==> config.mk <==
export PLATFORM = sky130hd
export DESIGN_NAME = mem8to32
export DESIGN_NICKNAME = d
export VERILOG_FILES = /design/src/rtl/mem_pkg.sv /design/src/rtl/mem8to32.sv
export SDC_FILE = /design/constraint.sdc
export NUM_CORES = 1
export LEC_CHECK = 0
export CORE_MARGIN = 3
export CORE_UTILIZATION = 53
export CTS_CLUSTER_DIAMETER = 100
export DETAILED_ROUTE_END_ITERATION = 6
export GPL_TIMING_DRIVEN = 1
export HOLD_SLACK_MARGIN = 0.15
export PLACE_DENSITY_LB_ADDON = 0.12
export SLEW_MARGIN = 20
export SYNTH_ARGS = -nofsm -noshare
export SYNTH_HDL_FRONTEND = slang
export SYNTH_SLANG_ARGS = --single-unit
==> constraint.sdc <==
create_clock -name clk -period 1.6 [get_ports clk]
set_input_delay 0.24 -clock clk [delete_from_list [all_inputs] [get_ports clk]]
set_output_delay 0.24 -clock clk [all_outputs]
set_load 0.05 [all_outputs]
==> src/rtl/mem_pkg.sv <==
// Shared constants and lane helper for the byte/word assembly memories.
// No logic of its own; zero latency.
// No flow control; pure definitions.
package mem_pkg;

    localparam int BYTE_W = 8;
    localparam int LANES  = 4;
    localparam int ADDR_W = 2;
    localparam int WORD_W = 32;

    // Bit position of the low bit of byte lane 'a' inside the word.
    function automatic logic [4:0] lane_lsb(input logic [ADDR_W-1:0] a);
        return {a, 3'b000};
    endfunction

endpackage

==> src/rtl/mem8to32.sv <==
// Assembles four byte writes into one 32-bit word, flags it full and returns it on a read.
// Latency: valid rises right after the 4th lane write; Dataout/rvalid update one edge after rd.
// Backpressure: writes are dropped (err set) while the word is full, unless a read consumes it in the same cycle.
module mem8to32 #(
    parameter int DATA_W = 8,
    parameter int LANES  = 4
) (
    input  logic                          clk,
    input  logic                          rst,
    input  logic                          wr,
    input  logic [mem_pkg::ADDR_W-1:0]    addr,
    input  logic [DATA_W-1:0]             Indata,
    input  logic                          rd,
    output logic [LANES*DATA_W-1:0]       Dataout,
    output logic                          valid,
    output logic                          rvalid,
    output logic                          err
);
    import mem_pkg::*;

    logic [WORD_W-1:0] word, word_nxt;
    logic [LANES-1:0]  mask, mask_nxt;
    logic [LANES-1:0]  lane_en;
    logic              rd_ok;
    logic              wr_ok;
    logic              err_set;

    // The word counts as full only once every lane has been written since the last read.
    assign valid = &mask;

    // Decide which requests are accepted and build the next word image and lane mask.
    always_comb begin
        lane_en  = 4'b0001 << addr;
        rd_ok    = rd && valid;
        // A write is allowed into a partial word, or into a full word that is leaving this cycle.
        wr_ok    = wr && (!valid || rd);
        err_set  = (rd && !valid) || (wr && valid && !rd);
        word_nxt = word;
        mask_nxt = mask;
        if (rd_ok) begin
            mask_nxt = '0;
        end
        if (wr_ok) begin
            // Stale bytes in other lanes stay in place; only the mask tracks freshness.
            word_nxt[lane_lsb(addr) +: BYTE_W] = Indata;
            mask_nxt = (rd_ok ? '0 : mask) | lane_en;
        end
    end

    // State and output registers; reset wins over any same-cycle request.
    always_ff @(posedge clk) begin
        if (rst) begin
            word    <= '0;
            mask    <= '0;
            Dataout <= '0;
            rvalid  <= 1'b0;
            err     <= 1'b0;
        end else begin
            word   <= word_nxt;
            mask   <= mask_nxt;
            rvalid <= rd_ok;
            if (rd_ok) begin
                Dataout <= word;
            end
            if (err_set) begin
                err <= 1'b1;
            end
        end
    end

endmodule

Word level (Yosys, flattened, before mapping)
Index checks and enable logic that the tools add are counted.
- $add $sub $neg: 1
- shift operators: 3
- muxes and demuxes: 3
- bitwise operators: 1
- reduce and logical (&&, ||, !) cells: 10
- operators by type and width (operator ; number):
    bitwise mux 32 bit ; 1
    variable shift 8 x 7 -> 32 bit (first input constant) ; 1
    variable part select 8 x 7 -> 32 bit ; 1
    two-way mux 4 bit ; 2
    negator 5 -> 7 bit ; 1
    logical AND 1 bit ; 5
    OR 4 bit ; 1
    AND reduction 4 bit ; 1
    << shifter 1 x 2 -> 4 bit (first input constant) ; 1
    zero test 1 bit ; 2
    logical OR 1 bit ; 2
- register bits after elaboration: 70
- bits of input ports: 14
- logic and storage cells: 23

Longest topological paths before layout
- depth in word-level cells: 5
- gate-level depth with buffers: 6

Worst setup path after synthesis
Ideal clock, no wire load.
- path kind: input-to-reg
- from: in addr[0] (netlist name)
- to: reg word[24]
- arrival time: 1.365 ns
- required time: 1.528 ns
- slack: 0.163 ns
- stages: 5
- cell sequence: inv_1 ha_1 nor4b_2 nand2_1 mux2i_1
- cells in the longest elaborated chain, start to end: 3
- elaborated cells on any way between the ends: 4
- classes of those cells: 1 x add/sub; 2 x shift; 1 x mux
- ends and longest elaborated chain (item ; line ; source):
    start, declared ; mem8to32.sv:11 ; input logic [mem_pkg::ADDR_W-1:0] addr,
    negator 5 -> 7 bit * ; mem8to32.sv:45 ; word_nxt[lane_lsb(addr) +: BYTE_W] = Indata;
    variable part select 8 x 7 -> 32 bit or variable shift 8 x 7 -> 32 bit (tied branches) ; mem8to32.sv:45 ;
    bitwise mux 32 bit * ; mem8to32.sv:45 ;
    end signal, assigned ; mem8to32.sv:59 ; word <= word_nxt;
    end, declared ; mem8to32.sv:21 ; logic [WORD_W-1:0] word, word_nxt;
Every way passes the cells marked *; elsewhere a longest branch is shown, timed or not.
A chain may end at the register's enable or synchronous reset.

Final worst setup path
- from: in addr[1] (netlist name)
- to: reg word[14]
Same word-level chain as after synthesis.

==> metrics <==
main combinational cell family by area after synthesis=simple AND/OR/NAND/NOR gates; I/O pins=49; Hold Path Sink=Dataout[21]; Synth area leaders=dfxtp_1 45%, mux2i_1 10%, nand2b_1 6.5%; vias per cell=5.35; top-area cell type share of the netlist area=45.4%; fmax=659 MHz; Final Cycle Share=94.8%; synthesized flop and latch total=70; Primary FF master, synth=dfxtp_1; die area=6770 sq um; mux share of post-synthesis cell area=10.4%; Worst R2R Path Depth=5; worst hold path depth=2; Setup Skew=0.00803 ns; 1st-iter DRT viols=134; Synth cell types=24; DRC errors left=0; worst-margin pin slew=0.433 ns; Tot GR Track Use=22.5%; number of global-route vias before repair=2449; Compound-Gate Fraction of Synth Area=15.0%; CP Class=input port to flop; element type at the critical path end=flop; antenna-violating nets left=0; Clock Latency Late Sink=0.35 ns; total negative slack=0 ns; via count=2540; initial antenna violation count=0; Detailed Place HPWL=4.49 mm; Post-Synth XOR/XNOR Area=0%; Seq/Total Area, Yosys=45.4%; global-route wire length before repair=11.6 mm; worst hold path class=input port to flop; CTS tree=built; Peak VDD IR=531 uV; Synth Area in Adders=3.25%; Min Hold Slack=0.304 ns; total grt overflow=0; first drt pass iteration count=4; H-tree levels=3; most area-hungry cell type in the Yosys netlist=dfxtp_1; minimum clock period after layout=1.52 ns; Setup Viol. Count Final=0; clock buffer depth=2; Synth Net Count=360; TritonCTS Sinks=70; clk slew on worst S/H paths=0.08 ns; count leader, synth=dfxtp_1; synth cell count leaders=70 x dfxtp_1, 37 x nand2_1, 36 x a21oi_1, 36 x o21ai_0, 33 x nand3_1; Synthesis Warnings=0; Cells after Synth=338; Final Power=3.67 mW; mean post-synth cell area=9.12 sq um; Root Buffer Master=clkbuf_8; area share of and/or/nand/nor cells after synthesis=20.5%; hold_sp=rst; PD cells=919 nW/um^2; CTS Buf Count=9; # diodes=0; R2R Setup Slk=0.35 ns; Final Slew Violations=0; Final GP Congestion=0.756; NumNets Final=420; placed inst area=3720 sq um; Port-buffer cells=48; reg2reg start=mask[0]; fin area=3990 sq um; leakage=1.46 nW; starting density of the core=55.3%; crit path DAT=1.80 ns; Fin. Hold Viols=0; wire per inst=14.4 um; Routed WL=6.83 mm; Fill cells=465; CP required=1.88 ns; Slew HR=71.1%; area of the mapped netlist=3080 sq um; area grow syn2layout=29.3%; Core Box Area=5570 sq um; Site Rows=27; horizontal die dimension=82.3 um; number of enable flip-flop cells after synthesis=0; fraction of registers with async set/reset=0%; CP Launch Type=input port; total of max-cap violations=0; layout cells sized above 1=22.8%; largest net degree at the start of global routing=42; Die H=82.3 um; crit path max fanout=8; status=complete, no violations; R2R Path End=Dataout[25]; RSZ-0062 raised after global routing=no
==> layer usage <==
metal	wire, um	up-vias	share of wire (%)	global-route usage, %
met4	114	0	1.7	6.98
met5	0	-	0	0
li1	-	1279	-	-
met1	3250	1183	48	30.2
met2	3100	65	45	35.4
met3	367	13	5.4	5.64
==> flip-flops by register name (all words and copies together), names as in the netlist <==
name	flops
rvalid	1
mask	4
err	1
Dataout	32
word	32
==> power breakdown <==
group / internal, mW / switching, mW
Combinational: 0.152 / 0.166
Clock: 0.882 / 0.704
Sequential: 1.75 / 0.00884
==> worst max-delay path by stage <==
stage | from | to | depth (start not counted)
floorplan | addr[0] | word[24] | 5
global placement | addr[1] | word[14] | 7
detailed placement | addr[1] | word[14] | 7
CTS | mask[0] | valid | 3
global route | addr[1] | word[9] | 7
finish | addr[1] | word[14] | 7
==> worst max-delay path: stages <==
cell and delay [ns]:
clkdlybuf4s50_1 0.48, inv_1 0.10, ha_4 0.31, nor4bb_4 0.30, buf_6 0.16, nand2_1 0.06
mux2i_1 0.14
==> area by class of cell <==
class | count | area [sq um] | area share, %
Sequential cell | 70 | 1400 | 35.1
Tap cell | 72 | 90.1 | 2.26
Clock inverter | 7 | 98.8 | 2.48
Timing Repair Buffer | 75 | 694 | 17.4
Inverter | 5 | 26.3 | 0.659
Multi-Input combinational cell | 237 | 1550 | 39.0
Clock buffer | 9 | 124 | 3.11
==> logic make-up (layout without fill, tap and decap cells) <==
family	count (synthesis)	count (layout)
mux	32	32
flops	70	70
buf+inv	31	96
compound gates	81	81
simple gates	116	116
fa+ha+maj	8	8
==> what timing repair did <==
action                     CTS  global route
buffers inserted             0             0
resized for setup            0             7
hold buffers                 0             0
hold endpoints to repair     0             0
setup endpoints to repair    0            23
==> metrics by stage <==
step,worst slack (ns),util (%),std cells
after global placement,-0.300,66.8,459
after detailed placement,-0.341,66.8,459
after floorplan,0.163,-,338
after CTS,0.0157,70.8,475
final,0.0833,71.6,475
after global routing,0.00278,71.6,475
==> cell usage in the layout (no fill, tap or decap) <==
cell type / netlist / layout
ha_4: 0 / 1
nor3_1: 1 / 1
nor4b_2: 2 / 1
nand2b_1: 32 / 32
clkinv_4: 0 / 3
nand3_1: 33 / 33
a21oi_4: 4 / 4
a31oi_1: 1 / 1
clkbuf_8: 0 / 9
ha_1: 8 / 6
inv_1: 3 / 3
o21ai_0: 36 / 36
nor4b_4: 0 / 1
clkinvlp_4: 0 / 1
a21oi_1: 36 / 36
nor2b_1: 8 / 8
buf_6: 4 / 1
bufinv_16: 0 / 2
nor3b_2: 1 / 1
inv_4: 2 / 1
buf_4: 2 / 53
clkdlybuf4s50_1: 0 / 12
clkinv_2: 0 / 1
mux2i_1: 32 / 32
ha_2: 0 / 1
nand4_4: 1 / 1
a21o_1: 1 / 1
inv_6: 0 / 1
buf_12: 0 / 8
buf_2: 7 / 1
o211ai_1: 3 / 3
nand2_1: 37 / 37
dfxtp_1: 70 / 70
nor4bb_4: 0 / 1
(Power assumes the default switching activity.)
==> patch 1, RTL diff (config.mk and constraints unchanged) <==
Register the inputs `wr`, `addr`, `Indata` and `rd` before use. The logic sees them one clock later. Comments in the files are not updated.
--- a/src/rtl/mem8to32.sv
+++ b/src/rtl/mem8to32.sv
@@ -20,2 +20,14 @@
 
+    logic wr_q;
+    logic [mem_pkg::ADDR_W-1:0] addr_q;
+    logic [DATA_W-1:0] Indata_q;
+    logic rd_q;
+
+    always_ff @(posedge clk) begin
+        wr_q     <= wr;
+        addr_q   <= addr;
+        Indata_q <= Indata;
+        rd_q     <= rd;
+    end
+
     logic [WORD_W-1:0] word, word_nxt;
@@ -32,7 +44,7 @@
     always_comb begin
-        lane_en  = 4'b0001 << addr;
-        rd_ok    = rd && valid;
+        lane_en  = 4'b0001 << addr_q;
+        rd_ok    = rd_q && valid;
         // A write is allowed into a partial word, or into a full word that is leaving this cycle.
-        wr_ok    = wr && (!valid || rd);
-        err_set  = (rd && !valid) || (wr && valid && !rd);
+        wr_ok    = wr_q && (!valid || rd_q);
+        err_set  = (rd_q && !valid) || (wr_q && valid && !rd_q);
         word_nxt = word;
@@ -44,3 +56,3 @@
             // Stale bytes in other lanes stay in place; only the mask tracks freshness.
-            word_nxt[lane_lsb(addr) +: BYTE_W] = Indata;
+            word_nxt[lane_lsb(addr_q) +: BYTE_W] = Indata_q;
             mask_nxt = (rd_ok ? '0 : mask) | lane_en;
Behaviour: not the same (Yosys sat finds a counterexample within 4 cycles, from zero or initial values and one cycle with rst high).
==> patch 1 against the original RTL <==
- synthesized cell count grew 3.6%
- via count grew 1.3%
- sequential cell count grew 12
- worst setup slack lost 0.0035 ns
- routed wire length grew 5.5%
- cell area grew 2.5%
- synthesized area grew 7.8%
- power grew 6.1%
==> patch 1: results (changes against the original RTL) <==
| Metric | Value |
|---|---|
| Status | `finished clean` |
| First-pass GRT wire length | `11850 um (+2.3%)` |
| Clock Skew | `0.009300 ns (+0.001270 ns)` |
| Post-Synth Adder-Cell Area | `3.011% (-0.23 points)` |
| Syn nets | `372 (+3.3%)` |
| Biggest regs | `Dataout (32), word (32), Indata_q (8)` |
| Sw Pwr | `0.8953 mW (+1.9%)` |
| Largest family of logic cells by synthesized area | `simple AND/OR/NAND/NOR gates` |
| Multiplexer share of the synthesized area | `9.635% (-0.75 points)` |
| Post-CTS Resized | `5 (+5)` |
| Largest net degree at the start of global routing | `45 (+7.1%)` |
| 1st-iter DRT viols | `155 (+16%)` |
| Synth Area in Compound Gates | `13.89% (-1.1 points)` |
| Via count | `2572 (+1.3%)` |
| Delay-heaviest family, CP | `flip-flops` |
| Crit path launch | `addr_q[1]` |
| Placed cell areas | `3826 um2 (+2.8%)` |
| Synth area leaders | `dfxtp_1, mux2i_1, nand2b_1` |
| Syn Inst Count | `350 (+3.6%)` |
| DP HPWL | `4574 um (+1.8%)` |
| Dpl cells | `463 (+0.87%)` |
| Layout cells sized above 1 | `21.18% (-1.6 points)` |
| Vias in the first global route | `2494 (+1.8%)` |
| Clock Power | `1.52 mW (-4%)` |
| Detailed Route WL | `7201 um (+5.5%)` |
| Synth unique cells | `23 (-4.2%)` |
| Setup WS pre-CTS | `0.007039 ns (+0.3479 ns)` |
| Reg-to-reg setup timing slack | `0.08 ns (-0.27 ns)` |
| Most frequent cells after synthesis | `dfxtp_1, nand2_1, a21oi_1, o21ai_0, nand3_1` |
| FF-to-FF path depth | `6 (+1)` |
| Static Leak | `1.497 nW (+2.5%)` |
| CP max stage delay | `0.35 ns (-0.13 ns)` |
| PD cells | `951.8 nW/um2 (+3.5%)` |
| Fmax | `657.8 MHz (-0.23%)` |
| Combinational group share of total power | `7.4% (-1.3 points)` |
==> patch 1: cell types whose count changed after synthesis, sizes merged <==
cell    unedited run  this run
buf               13        12
dfxtp             70        82
clkbuf            13        14
==> patch 1: cell type report <==
type | count | area, um2
Fill cell | 500 | 1902
Multi-Input combinational cell | 237 | 1554
Sequential cell | 82 | 1643
Clock inverter | 5 | 52.55
Inverter | 5 | 33.78
Timing Repair Buffer | 66 | 560.5
Tap cell | 75 | 93.84
Clock buffer | 11 | 151.4
==> patch 1: per-layer routing <==
layer  part of all wire, %  track usage [%]
met1                    46            27.15
met2                    48            34.04
met5                     0                0
met4                   1.5            9.496
met3                   4.5            3.495
==> patch 1: worst min path at each step <==
stage	end	slack, ns	depth (start not counted)
2_1_floorplan	Indata_q[0]	0.27	0
3_3_place_gp	err	0.45	2
3_5_place_dp	Dataout[24]	0.46	2
4_1_cts	Dataout[16]	0.27	2
5_1_grt	Dataout[16]	0.30	2
6_report	Dataout[19]	0.28	2
==> patch 2, RTL diff (same settings) <==
Made on the original files. Take the reset off `word` and load it in a clocked block of its own.
--- a/src/rtl/mem8to32.sv
+++ b/src/rtl/mem8to32.sv
@@ -52,3 +52,2 @@
         if (rst) begin
-            word    <= '0;
             mask    <= '0;
@@ -58,3 +57,2 @@
         end else begin
-            word   <= word_nxt;
             mask   <= mask_nxt;
@@ -70,2 +68,6 @@
 
+    always_ff @(posedge clk) begin
+        word <= word_nxt;
+    end
+
 endmodule
Behaviour: no difference found for any inputs over 4 cycles, from zero or initial values and one cycle with rst high; that may be too few to reach the edited logic, so the function may still have changed.
==> patch 2 against the original RTL <==
- power shrank 5.7%
- highest routed layer unchanged
- die area shrank 8.6%
- cell area shrank 9.4%
- routed wire length shrank 14%
- utilization grew 2.0 points
- worst setup slack gained 0.0052 ns
- critical path depth is the same
- synthesized area shrank 9.2%
- clock power shrank 17%
- sequential cell count is the same
==> patch 2: results (changes against the original RTL) <==
| Metric | Value |
|---|---|
| Class of the worst hold path | `reg -> reg` |
| Sequential fraction of the synthesis area | `61.48% (+16 points)` |
| Worst VDD drop | `0.5454 mV (+2.7%)` |
| Clock Latency Late Sink | `0.35 ns (about the same)` |
| Dpl cells | `373 (-19%)` |
| Syn nets | `279 (-23%)` |
| 1st-iter DRT viols | `147 (+9.7%)` |
| CTS buffer count | `9 (unchanged)` |
| Largest net degree at the start of global routing | `38 (-9.5%)` |
| PortBufs | `48 (unchanged)` |
| Final setup viols | `0 (unchanged)` |
| Tightest Pin Transition | `0.3991 ns (-0.03426 ns)` |
| Vias in the first global route | `1980 (-19%)` |
| Synth unique cells | `26 (+8.3%)` |
| Biggest regs | `Dataout (32), word (32), mask (4)` |
| Syn Inst Count | `257 (-24%)` |
| First-pass GRT wire length | `9342 um (-19%)` |
| Synth area leaders | `edfxtp_1, dfxtp_1, and2_1` |
| Detailed Route WL | `5839 um (-14%)` |
| Layout cells sized above 1 | `23.55% (+0.72 points)` |
| DR pass1 iterations | `4 (unchanged)` |
| Prevailing post-synth register cell | `dfxtp_1` |
| Arrival @ worst endpoint | `1.73 ns (-0.07 ns)` |
| H-tree Lvls | `3 (unchanged)` |
| Worst-path maximum fanout | `8 (unchanged)` |
| Hold buffer count at cts | `0 (unchanged)` |
| Nets@finish | `344 (-18%)` |
| Antenna violations before repair | `0 (unchanged)` |
| RePlAce Congestion | `0.8462 (+12%)` |
| DP HPWL | `3862 um (-14%)` |
| FILL cells | `373 (-20%)` |
| Synth async-reset ratio | `0% (unchanged)` |
| Longest Clk Path Bufs | `2 (unchanged)` |
| Sw frac | `21.89% (-2.1 points)` |
| Vias per cell | `5.439 (+1.7%)` |
| Static Leak | `1.350 nW (-7.5%)` |
| Root Buffer | `clkbuf_8` |
| Diode count | `0 (unchanged)` |
| Warnings, synthesis | `0 (unchanged)` |
| Clock Skew | `0.009092 ns (+0.001062 ns)` |
| Worst-path clk slew | `0.07 ns` |
| Status | `finished clean` |
| Via count | `2143 (-16%)` |
| Aggregate global-route resource usage | `19.75% (-2.7 points)` |
| Post-synth EDFFs | `32 (+32)` |
| Placed cell areas | `3351 um2 (-10%)` |
-- patch 2: changes by cell type in the layout (fill, tap and decap cells not counted), sizes merged, moves of 4 or more --
cell | before | now
a21oi | 40 | 32
and2 | 0 | 32
buf | 63 | 58
clkbuf | 9 | 16
dfxtp | 70 | 38
edfxtp | 0 | 32
mux2i | 32 | 0
nand2 | 37 | 6
nand2b | 32 | 4
nor2 | 0 | 4
nor2b | 8 | 0
o21ai | 36 | 32
o32ai | 0 | 4
-- patch 2: what timing repair did --
item | 4_1_cts | 5_1_grt
pin swaps | 0 | 1
cloned | 0 | 1
buffers inserted | 0 | 4
resized for setup | 5 | 2
endpoints found under the setup margin | 9 | 16
-- patch 2: logic make-up (layout without fill, tap and decap cells) --
group | count (synthesis) | after routing | share of synthesized area, %
flops | 70 | 70 | 61.48
buf+inv | 22 | 92 | 3.440
simple gates | 87 | 87 | 18.27
fa+ha+maj | 8 | 8 | 3.575
compound gates | 70 | 70 | 13.23
-- patch 2: path summary, 6_finish.rpt --
check             slack (ns)  cells after the start          to       start
setup reg to reg        0.11                      5    word[13]     mask[0]
setup / recovery        0.09                      7    word[25]     addr[0]
hold reg to reg         0.47                      2  Dataout[6]  Dataout[6]
hold / removal          0.47                      2  Dataout[6]  Dataout[6]
-- patch 2: cell type report --
| type | count | area share (%) |
|---|---|---|
| Sequential cell | 70 | 47.63 |
| Multi-Input combinational cell | 165 | 27.48 |
| Timing Repair Buffer | 72 | 17.13 |
| Clock buffer | 15 | 4.915 |
| Tap cell | 67 | 2.319 |
| Inverter | 4 | 0.4154 |
| Clock inverter | 1 | 0.1038 |
-- patch 2: stage by stage --
| step | hold WS, ns | utilization, % | setup WS [ns] | power [mW] |
|---|---|---|---|---|
| 2_1_floorplan | 0.3896 | - | 0.1554 | 2.060 |
| 3_3_place_gp | 0.4641 | 68.23 | -0.3821 | 2.162 |
| 3_5_place_dp | 0.4679 | 68.23 | -0.4570 | 2.169 |
| 4_1_cts | 0.4770 | 72.38 | 0.007003 | 3.468 |
| 5_1_grt | 0.4965 | 73.61 | 0.01110 | 3.574 |
| 6_report | 0.4750 | 73.61 | 0.08848 | 3.457 |
-- patch 2: per-layer routing --
layer	track usage (%)	wire length, um	vias to the layer above
li1	-	-	1050
met5	0	0	-
met3	4.817	346	14
met1	25.26	2564	1017
met2	30.73	2789	62
met4	10.84	138	0
-- patch 2: critical path: stages --
cell and delay, ns:
clkdlybuf4s50_1 0.49, inv_2 0.05, ha_2 0.22, buf_4 0.15, nor4_4 0.26, buf_4 0.18, and2_1 0.13
-- patch 2: power groups by stage --
stage               Combinational [mW]  Sequential, mW  Clock, mW
floorplan                        0.101            1.96          0
global placement                 0.207            1.96          0
detailed placement               0.212            1.96          0
CTS                              0.217            1.92       1.33
global route                     0.243            1.92       1.41
finish                           0.221            1.92       1.32
